--- src/rtl/vga_fb_scheduler.sv ---
// vga_fb_scheduler: shares one single-port framebuffer RAM between VGA scanout prefetch
// (into a show-ahead FIFO) and a CPU write port; scanout wins only when the FIFO runs low.
// Ports:
//   clk, rst (sync, active-high);
//   VGA side: frame_start, pix_pop, pix_data, pix_valid, underrun (sticky);
//   CPU side: wr_valid, wr_ready, wr_addr, wr_data;
//   RAM side: mem_en, mem_we, mem_addr, mem_wdata, mem_rdata (1-cycle read latency).
// Optional macro VGA_FB_STATS_EN adds the underrun_cnt and wr_stall_cnt counters.
module vga_fb_scheduler #(
  parameter int FB_WIDTH    = 640,
  parameter int FB_HEIGHT   = 480,
  parameter int PIXEL_WIDTH = 12,
  parameter int ADDR_WIDTH  = 19,
  parameter int FIFO_DEPTH  = 16,
  parameter int URGENT_LVL  = 4
) (
  input  logic                   clk,
  input  logic                   rst,
  input  logic                   frame_start,
  input  logic                   pix_pop,
  output logic [PIXEL_WIDTH-1:0] pix_data,
  output logic                   pix_valid,
  output logic                   underrun,
  input  logic                   wr_valid,
  output logic                   wr_ready,
  input  logic [ADDR_WIDTH-1:0]  wr_addr,
  input  logic [PIXEL_WIDTH-1:0] wr_data,
  output logic                   mem_en,
  output logic                   mem_we,
  output logic [ADDR_WIDTH-1:0]  mem_addr,
  output logic [PIXEL_WIDTH-1:0] mem_wdata,
  input  logic [PIXEL_WIDTH-1:0] mem_rdata
`ifdef VGA_FB_STATS_EN
  ,
  output logic [15:0]            underrun_cnt,
  output logic [15:0]            wr_stall_cnt
`endif
);

  localparam int PW = $clog2(FIFO_DEPTH);
  localparam int CW = PW + 1;
  localparam int NPIX = FB_WIDTH * FB_HEIGHT;
  localparam logic [ADDR_WIDTH-1:0] LAST = ADDR_WIDTH'(NPIX - 1);
  localparam logic [ADDR_WIDTH:0] NPIX_W = (ADDR_WIDTH + 1)'(NPIX);

  typedef enum logic [1:0] {
    WAIT_FRAME,
    SCAN,
    DONE
  } state_e;

  state_e state_q, state_d;

  logic [PIXEL_WIDTH-1:0] fifo_q [FIFO_DEPTH];
  logic [PW-1:0]          wptr_q, rptr_q;
  logic [CW-1:0]          count_q;
  logic                   inflight_q;
  logic [ADDR_WIDTH-1:0]  rd_addr_q;
  logic                   underrun_q;

  logic [CW-1:0] level;
  logic          urgent, space, scan, empty;
  logic          rd_req, rd_go, wr_go, push, pop;

  assign level  = count_q + CW'(inflight_q);
  assign urgent = level < CW'(URGENT_LVL);
  assign space  = level < CW'(FIFO_DEPTH);
  assign scan   = (state_q == SCAN);
  assign empty  = (count_q == '0);

  // Data returning for a read issued before frame_start is stale.
  assign push = inflight_q && !frame_start;
  assign pop  = pix_pop && !empty && !frame_start;

  always_comb begin
    state_d   = state_q;
    rd_req    = 1'b0;
    wr_go     = 1'b0;
    wr_ready  = 1'b0;
    mem_en    = 1'b0;
    mem_we    = 1'b0;
    mem_addr  = '0;
    mem_wdata = '0;
    if (!rst) begin
      wr_ready = !(scan && urgent);
      if (scan && urgent) rd_req = 1'b1;
      else if (wr_valid)  wr_go  = 1'b1;
      else if (scan && space) rd_req = 1'b1;
    end
    // No read from the old frame on the restart cycle, so the
    // first read after frame_start is always address 0.
    rd_go = rd_req && !frame_start;
    if (rd_go) begin
      mem_en   = 1'b1;
      mem_addr = rd_addr_q;
    end else if (wr_go && ({1'b0, wr_addr} < NPIX_W)) begin
      mem_en    = 1'b1;
      mem_we    = 1'b1;
      mem_addr  = wr_addr;
      mem_wdata = wr_data;
    end
    if (frame_start) state_d = SCAN;
    else if (rd_go && rd_addr_q == LAST) state_d = DONE;
  end

  always_ff @(posedge clk) begin
    if (rst) begin
      state_q    <= WAIT_FRAME;
      wptr_q     <= '0;
      rptr_q     <= '0;
      count_q    <= '0;
      inflight_q <= 1'b0;
      rd_addr_q  <= '0;
      underrun_q <= 1'b0;
    end else begin
      state_q    <= state_d;
      inflight_q <= rd_go;
      if (frame_start) begin
        wptr_q     <= '0;
        rptr_q     <= '0;
        count_q    <= '0;
        rd_addr_q  <= '0;
        underrun_q <= 1'b0;
      end else begin
        if (push) wptr_q <= wptr_q + 1'b1;
        if (pop)  rptr_q <= rptr_q + 1'b1;
        count_q <= count_q + CW'(push) - CW'(pop);
        if (rd_go && rd_addr_q != LAST) rd_addr_q <= rd_addr_q + 1'b1;
        if (pix_pop && empty) underrun_q <= 1'b1;
      end
    end
  end

  always_ff @(posedge clk) begin
    if (!rst && push) fifo_q[wptr_q] <= mem_rdata;
  end

  assign pix_valid = !rst && !empty;
  assign pix_data  = pix_valid ? fifo_q[rptr_q] : '0;
  assign underrun  = underrun_q;

`ifdef VGA_FB_STATS_EN
  logic [15:0] urun_cnt_q, stall_cnt_q;

  always_ff @(posedge clk) begin
    if (rst || frame_start) begin
      urun_cnt_q <= '0;
    end else if (pix_pop && empty && urun_cnt_q != 16'hFFFF) begin
      urun_cnt_q <= urun_cnt_q + 16'd1;
    end
  end

  always_ff @(posedge clk) begin
    if (rst) begin
      stall_cnt_q <= '0;
    end else if (wr_valid && !wr_ready && stall_cnt_q != 16'hFFFF) begin
      stall_cnt_q <= stall_cnt_q + 16'd1;
    end
  end

  assign underrun_cnt = urun_cnt_q;
  assign wr_stall_cnt = stall_cnt_q;
`endif

endmodule

--- config.mk ---
export PLATFORM = sky130hd
export DESIGN_NAME = vga_fb_scheduler
export DESIGN_NICKNAME = d
export VERILOG_FILES = /design/src/rtl/vga_fb_scheduler.sv
export SDC_FILE = /design/constraint.sdc
export NUM_CORES = 1
export LEC_CHECK = 0
export CORE_AREA = 2 2 137 139
export DETAILED_ROUTE_END_ITERATION = 10
export DIE_AREA = 0 0 139 141
export DONT_BUFFER_PORTS = 1
export GPL_ROUTABILITY_DRIVEN = 0
export PLACE_DENSITY_LB_ADDON = 0.12
export SLEW_MARGIN = 10
export SYNTH_ARGS = -nofsm -noshare
export SYNTH_HDL_FRONTEND = slang
export SYNTH_SLANG_ARGS = --single-unit
--- constraint.sdc ---
create_clock -name clk -period 3.7 [get_ports clk]
set_input_delay 1.11 -clock clk [delete_from_list [all_inputs] [get_ports clk]]
set_output_delay 1.11 -clock clk [all_outputs]
set_load 0.02 [all_outputs]
; ---- Word level (Yosys, flattened, before mapping)
; Memories as Yosys holds them, arrays and structs flattened. A register that Yosys moved wholly into a read port is not among the register bits.
; Index checks and enable logic that the tools add are counted.
[totals]
reg_bits = 36
latch_bits = 0
mem_bits_rw = 192
romBits = 0
out_inout_bits = 48
word_cells = 62
mem_count = 1
[classes]
add_sub_neg = 6
multipliers = 0
n_div = 0
magnitude_cmp = 3
eq_ne = 3
n_shift = 0
mux = 22
bitwise = 0
reduce_logical = 19
[mem_list]
columns = name, depth, width, rd, rd_ports_with_merged_regs, wr, line_no
row1 = fifo_q, 16, 12, 1, 1, 1, 54  ; logic [PIXEL_WIDTH-1:0] fifo_q [FIFO_DEPTH];
[op_table]
columns = op, n
row1 = $mux 19, 2
row2 = $mux 12, 3
row3 = $add 19x1->19 const B, 1
row4 = $eq 19x19->1 const B, 1
row5 = $lt 19x19->1 const B, 1
row6 = $ne 19x19->1 const B, 1
row7 = $mux 1, 15
row8 = $logic_and 1x1->1, 12
row9 = $add 5x1->5, 2
row10 = $add 4x1->4 const B, 2
row11 = $mux 4, 2
row12 = $logic_not 5->1, 1
row13 = $lt 5x3->1 const B, 1
row14 = $lt 5x5->1 const B, 1
row15 = $sub 5x1->5, 1
row16 = $logic_not 1->1, 4
row17 = $eq 2x1->1 const B, 1
row18 = $reduce_bool 2->1, 1
row19 = $reduce_or 2->1, 1

; ---- Depth between registers and ports, before layout
; Gate-level depths: netlist (run 1).
[logic_depth]
word_depth = 11
depth_mapped = 15
depth_no_buf = 14

; ---- Least setup slack after synthesis (run 1)
; OpenSTA, ideal clock, no wires.
[synth_timing]
path_type = input-to-output
start = input port rst
end = output port mem_wdata[10]
arrival_time_ns = 2.440
slack_ns = 0.150
cell_stages = 7
n_path_buf = 2
path_cell_list = inv_1 o31ai_1 o22ai_1 and3_1 buf_2 buf_2 and2_1
[synth_between]
elab_chain_cells = 4
elab_cells_between_ends = 6
[synth_rtl]
columns = element, line_no
row1 = from (decl), 18  ; input logic rst,
row2 = $mux 1, 84  ; if (!rst) begin
row3 = $logic_and 1x1->1, 96  ; end else if (wr_go && ({1'b0, wr_addr} < NPIX_W)) begin
row4 = $mux 12, 96
row5 = $mux 12 (*), 93  ; if (rd_go) begin
row6 = to (decl), 31  ; output logic [PIXEL_WIDTH-1:0] mem_wdata,
; Mark *: on every way between the ends. The rest lies on a longest branch, timed or not.

; ---- Final worst setup path (run 1)
[layout_timing]
start = register count_q[2]
end = output port mem_addr[4]
[layout_between]
elab_chain_cells = 9
elab_cells_between_ends = 15
[layout_rtl]
columns = element, line_no
row1 = from (decl), 56  ; logic [CW-1:0] count_q;
row2 = from (signal assigned), 127  ; count_q <= count_q + CW'(push) - CW'(pop);
row3 = $add 5x1->5 (*), 65  ; assign level = count_q + CW'(inflight_q);
row4 = $lt 5x5->1, 67  ; assign space = level < CW'(FIFO_DEPTH);
row5 = $logic_and 1x1->1, 88  ; else if (scan && space) rd_req = 1'b1;
row6 = $mux 1, 88
row7 = $mux 1, 87  ; else if (wr_valid) wr_go = 1'b1;
row8 = $mux 1, 86  ; if (scan && urgent) rd_req = 1'b1;
row9 = $mux 1, 84
row10 = $logic_and 1x1->1, 92  ; rd_go = rd_req && !frame_start;
row11 = $mux 19 (*), 93
row12 = to (decl), 30  ; output logic [ADDR_WIDTH-1:0] mem_addr,
; Marked as above.

==> impl_metrics.env, run 1 <==
export IMPL_status="finished, final reports clean"
export IMPL_endpoint_kind="primary output"
export IMPL_critPathMaxFanout=33
export IMPL_power_leakage_nw=3.44
export IMPL_start_util_pct=53.6
export IMPL_finalCritPeriodShare_pct=96.2
export IMPL_dp_cells=810
export IMPL_design_core_area_mm2=0.0183
export IMPL_fmax_ghz=0.281
export IMPL_fin_util_pct=59.5
export IMPL_syn2layout_area_growth_pct=11.1
export IMPL_rows=50
export IMPL_maxCapViolCount=0
export IMPL_cts_num_sinks=232
export IMPL_io_pins=96
export IMPL_grt_pass1_wl_um=30400
export IMPL_synthTopCellsByArea="edfxtp_1, mux4_2, dfxtp_1"
export IMPL_rr_worst_depth=14
export IMPL_fin_skew_ns=0.0139
export IMPL_crit_type="reg2out"
export IMPL_cts_clk_slew_worst_paths_ns=0.06
export IMPL_root_buffer="clkbuf_16"
export IMPL_maxSlewHeadroom_pct=43.3
export IMPL_yosysMostFrequentCell="edfxtp_1"
export IMPL_yosysTopAreaCell="edfxtp_1"
export IMPL_cts_setup_buffers=0
export IMPL_critPathRequiredTime_ns=2.59
export IMPL_die_w_um=139
export IMPL_ir_worst_vdd_mv=0.363
export IMPL_grt_max_degree=34
export IMPL_critPathArrivalTime_ns=2.45
export IMPL_setup_viol=0
export IMPL_insertion_delay_ns=0.49
export IMPL_min_period_ns=3.56
export IMPL_synth_ff_type="edfxtp_1"
export IMPL_syn_nets=641
export IMPL_synthArstFlopShare_pct=0
export IMPL_diodes=0
export IMPL_wire_per_inst_um=23.1
export IMPL_synth_cell_types=56
export IMPL_grt_use_total_pct=20.2
export IMPL_die_h_um=141
export IMPL_port_buffers=0
export IMPL_hpwlAfterDp_um=12300
export IMPL_whs_ns=0.499
export IMPL_vias=5229
export IMPL_rsz0062_at_grt="false"
export IMPL_tightest_slew_ns=0.849
export IMPL_finalNetCount=663
export IMPL_syn_inst=579
export IMPL_synth_commonest_cells="edfxtp_1, mux4_2, dfxtp_1"
export IMPL_fin_setup_tns_ns=0
export IMPL_firstDrtPassIters=4
export IMPL_cellPowerDensity_mw_per_mm2=486
export IMPL_drive_gt1_share_pct=22.4
export IMPL_ys_seq_area_share_pct=67.1
export IMPL_crit_path_start_kind="flop"
export IMPL_wirelength_um=19700
export IMPL_yosysTopAreaCellShare_pct=58.9
export IMPL_htreeDepth=1
export IMPL_antenna_left=0
export IMPL_die_area_mm2=0.0196
export IMPL_synth_seq_cells=232
export IMPL_cts_made_buffers=23
export IMPL_grt_overflow_total=0
export IMPL_drc=0
export IMPL_worstHoldPathCells=1
export IMPL_hold_violations=0
export IMPL_synthesis_area_mm2=0.00979
export IMPL_p_total_mw=5.29
export IMPL_drtIter0Drc=415
export IMPL_cts_hold_buf=0
export IMPL_yosys_warnings=0
export IMPL_synth_edff_count=192
export IMPL_drv_slew=0
export IMPL_synth_area_per_cell_um2=16.9
export IMPL_cts_path_max_buffers=3
export IMPL_antenna_found_initial=0
export IMPL_hp_class="reg2reg"
export IMPL_cts_tree="built"
export IMPL_grt_pass1_vias=5341
export IMPL_viasPerCell=6.14
export IMPL_stdcell_count=851
==> layer usage <==
| metal | global-route usage, % | vias to the layer above | share of wire (%) |
|---|---|---|---|
| met5 | 0 | - | 0 |
| met4 | 5.64 | 0 | 1.9 |
| met3 | 2.68 | 26 | 4.5 |
| met2 | 34.7 | 134 | 51 |
| met1 | 27.6 | 2713 | 43 |
| li1 | - | 2356 | - |
==> flip-flops by register name (all words and copies together) (netlist names), named ones only <==
register and flops:
rptr_q 4, count_q 5, underrun 1, inflight_q 1, rd_addr_q 19, state_q 2, fifo_q 192, wptr_q 4
==> worst max-delay path, stage by stage (launching register included) <==
cell and delay, ns:
dfxtp_2 0.42, ha_1 0.17, nand4_1 0.16, mux2i_4 0.25, o22ai_1 0.22, and3_1 0.21, buf_6 0.21, a22o_1 0.30
==> cell families after synthesis <==
family / synth area share, %
buffers and inverters: 2.39
adder cells (fa/ha/maj): 1.87
flip-flops: 67.1
multiplexers: 14.2
AO/OA/AOI/OAI: 5.53
XOR/XNOR: 0.984
AND/OR/NAND/NOR: 7.94
==> report_power, final <==
group          total, mW  internal (mW)  switching [mW]
registers           2.85           2.83          0.0148
clock network       2.19           1.28           0.909
logic              0.253          0.102           0.151
==> area by class of cell <==
| class | instances | area (um2) |
|---|---|---|
| inverters | 13 | 48.8 |
| fillers | 1397 | 7390 |
| flip-flops and latches | 232 | 6580 |
| multi-input cells | 303 | 3000 |
| clock inverters | 8 | 66.3 |
| clock buffers | 33 | 643 |
| well taps | 234 | 293 |
| repair buffers | 28 | 255 |
==> layout by cell type (no fill, tap or decap), types with 11 or more instances in the layout <==
cell | netlist | layout
nor2b_1 | 13 | 13
clkbuf_16 | 0 | 23
and2_1 | 17 | 17
a21oi_1 | 19 | 19
inv_1 | 12 | 12
ha_1 | 13 | 13
a22o_1 | 19 | 16
buf_4 | 1 | 23
edfxtp_1 | 192 | 192
or4_1 | 12 | 12
dfxtp_1 | 40 | 35
o31ai_1 | 11 | 11
mux4_2 | 60 | 60
nand2_1 | 15 | 15
nor2_1 | 38 | 38
==> worst paths after layout <==
kind / endpoint / slack [ns] / start
worst max-delay path: mem_addr[4] / 0.14 / count_q[2]
worst min-delay path: state_q[1] / 0.50 / state_q[1]
worst max register to register: count_q[4] / 0.85 / count_q[2]
worst min register to register: state_q[1] / 0.50 / state_q[1]
==> through the flow <==
stage	worst slack [ns]	instance area [um2]
finish	0.139	10900
global route	0.0244	10900
CTS	0.0394	10900
detailed placement	0.335	10200
global placement	0.349	10200
floorplan	0.150	9790
==> timing repair <==
action	4_1_cts	5_1_grt
cloned	0	0
gates resized for setup	3	5
setup endpoints to repair	32	36
Note: power is estimated with default switching activity, not from simulation.
==> inputs of run 2 (changes only) <==
- ABC_CLOCK_PERIOD_IN_PS: not set -> 3700
==> results of run 2 <==
Final layout, timing and power as in run 1 (identical DEF).
